File: config.mk
export PLATFORM = sky130hd
export DESIGN_NAME = det_job_arbiter_flat
export DESIGN_NICKNAME = d
export VERILOG_FILES = /design/src/rtl/det_job_arbiter_if.sv /design/src/rtl/det_job_arbiter.sv /design/src/flat_wrapper.sv
export SDC_FILE = /design/constraint.sdc
export NUM_CORES = 1
export LEC_CHECK = 0
export CORE_ASPECT_RATIO = 0.75
export CORE_UTILIZATION = 47
export CTS_BUF_LIST = sky130_fd_sc_hd__clkbuf_16
export CTS_CLUSTER_SIZE = 28
export DETAILED_ROUTE_END_ITERATION = 12
export GPL_ROUTABILITY_DRIVEN = 1
export PLACE_DENSITY = 0.71
export SETUP_SLACK_MARGIN = 0.02
export SLEW_MARGIN = 40
export SYNTH_ARGS = -nofsm -noshare
export SYNTH_HDL_FRONTEND = slang
export SYNTH_SLANG_ARGS = --single-unit
File: constraint.sdc
create_clock -name clk -period 2.4 [get_ports clk]
set_clock_uncertainty 0.05 [all_clocks]
set_input_delay 0.48 -clock clk [delete_from_list [all_inputs] [get_ports clk]]
set_output_delay 0.48 -clock clk [all_outputs]
set_load 0.005 [all_outputs]
File: src/rtl/det_job_arbiter_if.sv
// Requester/controller-side signal bundle for det_job_arbiter.
interface det_job_arbiter_if;
  logic [1:0] req;
  logic       dp_ready;
  logic [1:0] gnt;
  logic       sel;
  logic       dp_start;
  logic       dp_abort;
  logic [1:0] done;
  logic [1:0] err;
  logic       busy;
  logic [7:0] jobs;

  // Arbiter side
  modport master (
    input  req, dp_ready,
    output gnt, sel, dp_start, dp_abort, done, err, busy, jobs
  );

  // Requesters plus shared controller side
  modport slave (
    output req, dp_ready,
    input  gnt, sel, dp_start, dp_abort, done, err, busy, jobs
  );
endinterface

File: src/rtl/det_job_arbiter.sv
// Round-robin arbiter/sequencer sharing one datapath controller between two
// requesters, with a saturating watchdog that aborts stuck jobs.
module det_job_arbiter #(
  parameter int unsigned TW      = 8,
  parameter int unsigned TIMEOUT = 200
) (
  input  logic               clk,
  input  logic               rst,
  det_job_arbiter_if.master  bus
);

  localparam int unsigned JW = 8;
  localparam logic [TW-1:0] WDOG_MAX = TW'(TIMEOUT);

  typedef enum logic [2:0] {
    S_IDLE  = 3'd0,
    S_START = 3'd1,
    S_RUN   = 3'd2,
    S_DONE  = 3'd3,
    S_ABORT = 3'd4
  } state_e;

  state_e          state_q, state_d;
  logic [1:0]      gnt_q, gnt_d;
  logic            sel_q, sel_d;
  logic            dp_start_q, dp_start_d;
  logic            dp_abort_q, dp_abort_d;
  logic [1:0]      done_q, done_d;
  logic [1:0]      err_q, err_d;
  logic            busy_q, busy_d;
  logic [JW-1:0]   jobs_q, jobs_d;
  logic            ptr_q, ptr_d;
  logic [TW-1:0]   wdog_q, wdog_d;

  logic            wdog_sat;
  logic [TW-1:0]   wdog_inc;
  logic            pick;

  // Watchdog saturates at the timeout value instead of wrapping
  assign wdog_sat = (wdog_q == WDOG_MAX);
  assign wdog_inc = wdog_sat ? wdog_q : (wdog_q + TW'(1));

  // State register and registered outputs
  always_ff @(posedge clk or negedge rst) begin
    if (!rst) begin
      state_q    <= S_IDLE;
      gnt_q      <= 2'b00;
      sel_q      <= 1'b0;
      dp_start_q <= 1'b0;
      dp_abort_q <= 1'b0;
      done_q     <= 2'b00;
      err_q      <= 2'b00;
      busy_q     <= 1'b0;
      jobs_q     <= '0;
      ptr_q      <= 1'b0;
      wdog_q     <= '0;
    end else begin
      state_q    <= state_d;
      gnt_q      <= gnt_d;
      sel_q      <= sel_d;
      dp_start_q <= dp_start_d;
      dp_abort_q <= dp_abort_d;
      done_q     <= done_d;
      err_q      <= err_d;
      busy_q     <= busy_d;
      jobs_q     <= jobs_d;
      ptr_q      <= ptr_d;
      wdog_q     <= wdog_d;
    end
  end

  // Next state; outputs are computed for the state being entered so they stay Moore
  always_comb begin
    state_d    = state_q;
    gnt_d      = gnt_q;
    sel_d      = sel_q;
    ptr_d      = ptr_q;
    jobs_d     = jobs_q;
    wdog_d     = wdog_q;
    dp_start_d = 1'b0;
    dp_abort_d = 1'b0;
    done_d     = 2'b00;
    err_d      = 2'b00;
    pick       = 1'b0;

    case (state_q)
      S_IDLE: begin
        if (bus.dp_ready && (bus.req != 2'b00)) begin
          pick       = (bus.req == 2'b11) ? ptr_q : bus.req[1];
          gnt_d      = pick ? 2'b10 : 2'b01;
          sel_d      = pick;
          wdog_d     = '0;
          dp_start_d = 1'b1;
          state_d    = S_START;
        end
      end

      S_START: begin
        wdog_d = wdog_inc;
        // Acceptance beats timeout when both happen together
        if (!bus.dp_ready) begin
          state_d = S_RUN;
        end else if (wdog_sat) begin
          state_d    = S_ABORT;
          dp_abort_d = 1'b1;
          err_d      = gnt_q;
          ptr_d      = ~sel_q;
        end else begin
          dp_start_d = 1'b1;
        end
      end

      S_RUN: begin
        wdog_d = wdog_inc;
        // Completion beats timeout when both happen together
        if (bus.dp_ready) begin
          state_d = S_DONE;
          done_d  = gnt_q;
          jobs_d  = jobs_q + JW'(1);
          ptr_d   = ~sel_q;
        end else if (wdog_sat) begin
          state_d    = S_ABORT;
          dp_abort_d = 1'b1;
          err_d      = gnt_q;
          ptr_d      = ~sel_q;
        end
      end

      S_DONE, S_ABORT: begin
        gnt_d   = 2'b00;
        state_d = S_IDLE;
      end

      default: begin
        gnt_d   = 2'b00;
        state_d = S_IDLE;
      end
    endcase
  end

  assign busy_d = (state_d != S_IDLE);

  assign bus.gnt      = gnt_q;
  assign bus.sel      = sel_q;
  assign bus.dp_start = dp_start_q;
  assign bus.dp_abort = dp_abort_q;
  assign bus.done     = done_q;
  assign bus.err      = err_q;
  assign bus.busy     = busy_q;
  assign bus.jobs     = jobs_q;

endmodule

File: src/flat_wrapper.sv
// flat-port wrapper written by rule: the top's interface ports become plain ports
module det_job_arbiter_flat 
#(
  parameter int unsigned TW      = 8,
  parameter int unsigned TIMEOUT = 200
)
  (clk, rst, bus_req, bus_dp_ready, bus_gnt, bus_sel, bus_dp_start, bus_dp_abort, bus_done, bus_err, bus_busy, bus_jobs);
  det_job_arbiter_if bus_i ();
  input  logic clk;
  input  logic rst;
  input wire logic [$bits(bus_i.req)-1:0] bus_req;
  input wire logic [$bits(bus_i.dp_ready)-1:0] bus_dp_ready;
  output wire logic [$bits(bus_i.gnt)-1:0] bus_gnt;
  output wire logic [$bits(bus_i.sel)-1:0] bus_sel;
  output wire logic [$bits(bus_i.dp_start)-1:0] bus_dp_start;
  output wire logic [$bits(bus_i.dp_abort)-1:0] bus_dp_abort;
  output wire logic [$bits(bus_i.done)-1:0] bus_done;
  output wire logic [$bits(bus_i.err)-1:0] bus_err;
  output wire logic [$bits(bus_i.busy)-1:0] bus_busy;
  output wire logic [$bits(bus_i.jobs)-1:0] bus_jobs;
  assign bus_i.req = bus_req;
  assign bus_i.dp_ready = bus_dp_ready;
  assign bus_gnt = bus_i.gnt;
  assign bus_sel = bus_i.sel;
  assign bus_dp_start = bus_i.dp_start;
  assign bus_dp_abort = bus_i.dp_abort;
  assign bus_done = bus_i.done;
  assign bus_err = bus_i.err;
  assign bus_busy = bus_i.busy;
  assign bus_jobs = bus_i.jobs;
  det_job_arbiter #(.TW(TW), .TIMEOUT(TIMEOUT)) u_core (.clk(clk), .rst(rst), .bus(bus_i));
endmodule
; Word-level counts from Yosys, hierarchy flattened
; Index checks and enable logic that the tools add are counted.
[word_totals]
ff_bits = 30
input_bits = 5
[op_classes]
bitwise_logic = 2
n_addsub = 2
n_eq_ne = 7
n_reduce_logical = 12
n_mux = 30
[op_table]
columns = operator, n
row1 = "adder 8 x 1 -> 8 bit, second input constant", 2
row2 = two-way mux 8 bit, 2
row3 = one-hot mux 8 bit (2 select lines), 1
row4 = two-way mux 2 bit, 7
row5 = two-way mux 3 bit, 4
row6 = two-way mux 1 bit, 10
row7 = one-hot mux 3 bit (3 select lines), 1
row8 = "equality test 8 bit, second input constant", 1
row9 = one-hot mux 2 bit (2 select lines), 2
row10 = AND reduction 2 bit, 4
row11 = one-hot mux 1 bit (2 select lines), 3
row12 = nonzero test 2 bit, 3
row13 = "inequality test 2 bit, second input constant", 2
row14 = "equality test 3 x 1 -> 1 bit, second input constant", 1
row15 = "equality test 3 x 2 -> 1 bit, second input constant", 1
row16 = logical NOT 3 bit, 1
row17 = AND reduction 3 bit, 1
row18 = nonzero test 3 bit, 1
row19 = "equality test 2 bit, second input constant", 1
row20 = "inequality test 2 x 1 -> 1 bit, second input constant", 1
row21 = inverter 1 bit, 2
row22 = OR reduction 2 bit, 1
row23 = logical AND 1 bit, 1

; Longest topological paths before layout
[logic_depth]
ltp_word = 5
depth_mapped = 6
ltp_nobuf = 6

; Worst setup path before layout
; No wires, ideal clock.
[synth_timing]
path_type = input port to flip-flop
startpoint = input bus_dp_ready
endpoint = register u_core.wdog_q[5]
setup_slack_ns = 0.563
stages = 6
t_arrival_ns = 1.663
required_time_ns = 2.226
cell_sequence = buf_2 -> nand2b_1 -> or4_1 -> clkbuf_1 -> o211a_1 -> or2_1
[synth_between]
elab_chain_cells = 3
[synth_lines]
columns = item, line_no
row1 = from (decl), flat_wrapper.sv:12  ; input wire logic [$bits(bus_i.dp_ready)-1:0] bus_dp_ready;
row2 = logical AND 1 bit, det_job_arbiter.sv:88  ; if (bus.dp_ready && (bus.req != 2'b00)) begin
row3 = inequality test 2 x 1 -> 1 bit (no source line), -
row4 = AND reduction 3 bit (no source line), -
row5 = to (signal assigned), det_job_arbiter.sv:68  ; wdog_q <= wdog_d;
row6 = to (decl), det_job_arbiter.sv:33  ; logic [TW-1:0] wdog_q, wdog_d;
; Every way passes these cells.
; A chain may end at the register's enable or synchronous reset.

; Worst setup path in the final report
[layout_timing]
startpoint = register u_core.wdog_q[0]
endpoint = register u_core.wdog_q[7]
[layout_between]
elab_chain_cells = 3
elab_cells_between_ends = 6
cone_classes = 1 x add/sub / 2 x eq/ne / 2 x mux / 1 x reduce/logical
[layout_lines]
columns = item, line_no
row1 = adder 8 x 1 -> 8 bit or equality test 8 bit (tied branches), "det_job_arbiter.sv:41, det_job_arbiter.sv:40"
row2 = two-way mux 8 bit or inequality test 2 bit (tied branches), -
row3 = one-hot mux 8 bit (2 select lines) or AND reduction 3 bit (tied branches), -
; Several ways; a longest one is shown, not always the timed one. The select of a mux whose other input is x is not followed.

==> impl_metrics.json <==
{
  "syn_nets": 152,
  "dieWidth_um": 66.6,
  "power_frac_clock_pct": 31.2,
  "min_period_over_period_pct": 85.6,
  "synth_seq_area_share_pct": 51.0,
  "power.internal_w": 0.00126,
  "vias": 1201,
  "synth_flop_cell": "dfrtp_1",
  "fin_nets": 180,
  "switching_share_pct": 31.3,
  "dieArea_sq_um": 3360,
  "clkTransAtPathRegs_ns": 0.05,
  "fillers": 227,
  "yosysTopAreaCell": "dfrtp_1",
  "combPwrFrac_pct": 26.2,
  "rsz0062_at_grt": "false",
  "yosys.cell_count.top_type": "dfrtp_1",
  "cts_max_level": 2,
  "relSlewSlack_pct": 69.7,
  "clock_sink_count": 30,
  "grt_usage_pct": 22.4,
  "path_class": "flop to flop",
  "worstMarginPinSlew_ns": 0.454,
  "path_buf_inv": 1,
  "first_pass_iters": 4,
  "path_max_fanout": 10,
  "antenna_found_initial": 0,
  "maxCapViolations": 0,
  "pwr-share-seq_pct": 42.6,
  "ys_top_cells_by_area": "dfrtp_1 (51%), xnor2_1 (4.2%), nand2_1 (3.6%)",
  "dp.final_hpwl_um": 2140,
  "cts_hold_buf": 0,
  "synth_seq_cells": 30,
  "drc": 0,
  "numPortBuffers": 22,
  "synth-edff-count": 0,
  "drive_gt1_share_pct": 7.51,
  "required_ns": 2.55,
  "outcome": "completed",
  "final_max_slew_viol_count": 0,
  "power_w": 0.00183,
  "drt_wl_total_um": 3100,
  "synth_area_per_cell_sq_um": 10.2,
  "max-clock-path-buffers": 2,
  "dp_slack_ns": 0.104,
  "grt_first_pass_wirelength_um": 5350,
  "cpPeakStageDelay_ns": 0.47,
  "finalHoldViolCount": 0,
  "start_kind": "flop",
  "fmax_mhz": 486,
  "antennaDiodeCount": 0,
  "yosys_warnings": 0,
  "crit_slowest_cell": "dfrtp_1",
  "hold_class": "flop to flop",
  "setup_tns_ns": 0,
  "p_sw_w": 0.000572,
  "path_cells": "inv_1 -> ha_1 -> and3b_1 -> a211o_1 -> or3_1 -> a21oi_1",
  "synthDistinctLibCells": 46,
  "power_density_nw_per_um2": 969,
  "post_cts_resized": 0,
  "gp_congestion": 0.859,
  "die_h_um": 50.5,
  "arrival_ns": 2.20,
  "worst_slack_ns": 0.344,
  "numCtsBuffers": 5,
  "syn_inst": 144,
  "async_reset_ff_share_pct": 100,
  "ios": 23,
  "start_util_pct": 49.8,
  "grt.overflow.total": 0,
  "routedWlPerCell_um": 14.7,
  "leakage_nw": 0.827,
  "area_delta_synth_final_pct": 28.3,
  "rows": 17,
  "cp-end-kind": "flop",
  "final_core_util_pct": 63.9,
  "grt_max_degree": 31,
  "root_buffer": "clkbuf_16",
  "synth_common_cells": "dfrtp_1 (30), nand2_1 (14), a21oi_1 (8), xnor2_1 (7)",
  "ant_nets": 0,
  "vias_per_cell": 5.69,
  "peakVddDrop_uv": 640,
  "cts_tree": "yes",
  "grt_pass1_vias": 1171,
  "yosysTopAreaCellShare_pct": 51.0,
  "whs_ns": 0.423,
  "postCtsSetupBuffers": 0,
  "clk_latency_ns": 0.27,
  "drt_iter0_drc": 52,
  "crit_family": "simple AND/OR/NAND/NOR gates",
  "netlist_area_sq_um": 1470,
  "core_sq_um": 2960,
  "fin_crit_ns": 2.06,
  "setup_violations": 0
}
==> routing by layer <==
metal | share of wire [%] | vias up | global-route usage (%) | wire (um)
li1 | - | 575 | - | -
met1 | 44 | 582 | 28.4 | 1370
met2 | 48 | 35 | 34.2 | 1490
met3 | 4.9 | 9 | 6.59 | 151
met4 | 2.5 | 0 | 12.1 | 78
met5 | 0 | - | 0 | 0
==> registers in the layout (all words and copies together), names as in the netlist <==
| name | cells |
|---|---|
| u_core.bus.gnt | 2 |
| u_core.wdog_q | 8 |
| u_core.bus.dp_abort | 1 |
| u_core.bus.err | 2 |
| u_core.state_q | 3 |
| u_core.bus.sel | 1 |
| u_core.bus.jobs | 8 |
| u_core.bus.busy | 1 |
| u_core.bus.done | 2 |
| u_core.bus.dp_start | 1 |
| u_core.ptr_q | 1 |
==> layout make-up <==
type                       instances  area [sq um]  area share, %
tap                               38          47.5           2.52
multi-input combinational        102           673           35.7
timing repair buffer              27           258           13.7
clock inverter                     3          11.3          0.596
sequential                        30           751           39.8
inverter                           6          22.5           1.19
clock buffer                       5           125           6.63
==> placed cells by master (no fill, tap or decap), types with 2 or more instances in the layout <==
master	n
or3_1	3
nor2_1	3
o211ai_1	2
buf_4	5
ha_1	3
dfrtp_1	30
o21ai_1	6
xor2_1	2
nand2_1	14
clkbuf_16	5
nor4_1	2
or4_1	3
clkdlybuf4s50_1	22
clkinv_1	3
inv_1	5
nand3_1	6
nand2b_1	3
and2_1	4
a21oi_1	8
nor3b_1	3
xnor2_1	7
nor3_1	4
and3_1	3
nand4_1	3
==> cell families (layout without fill, tap and decap cells) <==
logic type | count (synthesis) | after routing | synth area share, %
compound gates | 28 | 28 | 12.3
xor+xnor | 9 | 9 | 5.36
fa+ha+maj | 3 | 3 | 2.55
buf+inv | 12 | 41 | 3.23
flops | 30 | 30 | 51.0
mux | 2 | 2 | 1.45
simple gates | 60 | 60 | 24.1
==> metrics by stage <==
stage,cells,instance area [sq um]
after global routing,211,1890
after global placement,203,1750
after detailed placement,203,1750
after CTS,211,1890
final,211,1890
after floorplan,144,1470
==> path summary, 6_finish.rpt <==
kind | from | endpoint | slack (ns) | depth (start not counted)
max in group asynchronous | rst | u_core.state_q[1]$_DFF_PN0_ | 1.48 | 2
hold / removal | u_core.bus.jobs[7]$_DFFE_PN0P_ | u_core.bus.jobs[7]$_DFFE_PN0P_ | 0.42 | 1
hold reg to reg | u_core.bus.jobs[7]$_DFFE_PN0P_ | u_core.bus.jobs[7]$_DFFE_PN0P_ | 0.42 | 1
min in group asynchronous | rst | u_core.bus.jobs[2]$_DFFE_PN0P_ | 0.54 | 2
setup reg to reg | u_core.wdog_q[0]$_DFFE_PN0P_ | u_core.wdog_q[7]$_DFFE_PN0P_ | 0.34 | 6
setup / recovery | u_core.wdog_q[0]$_DFFE_PN0P_ | u_core.wdog_q[7]$_DFFE_PN0P_ | 0.34 | 6
==> power groups by stage <==
| stage | combinational (W) | clock, W | sequential [W] |
|---|---|---|---|
| after CTS | 0.000487 | 0.000584 | 0.000779 |
| final | 0.000480 | 0.000571 | 0.000780 |
| after floorplan | 0.000281 | 0 | 0.000738 |
| after global routing | 0.000545 | 0.000601 | 0.000804 |
| after global placement | 0.000464 | 0 | 0.000776 |
| after detailed placement | 0.000479 | 0 | 0.000782 |
Power figures use the tool's default switching activity.
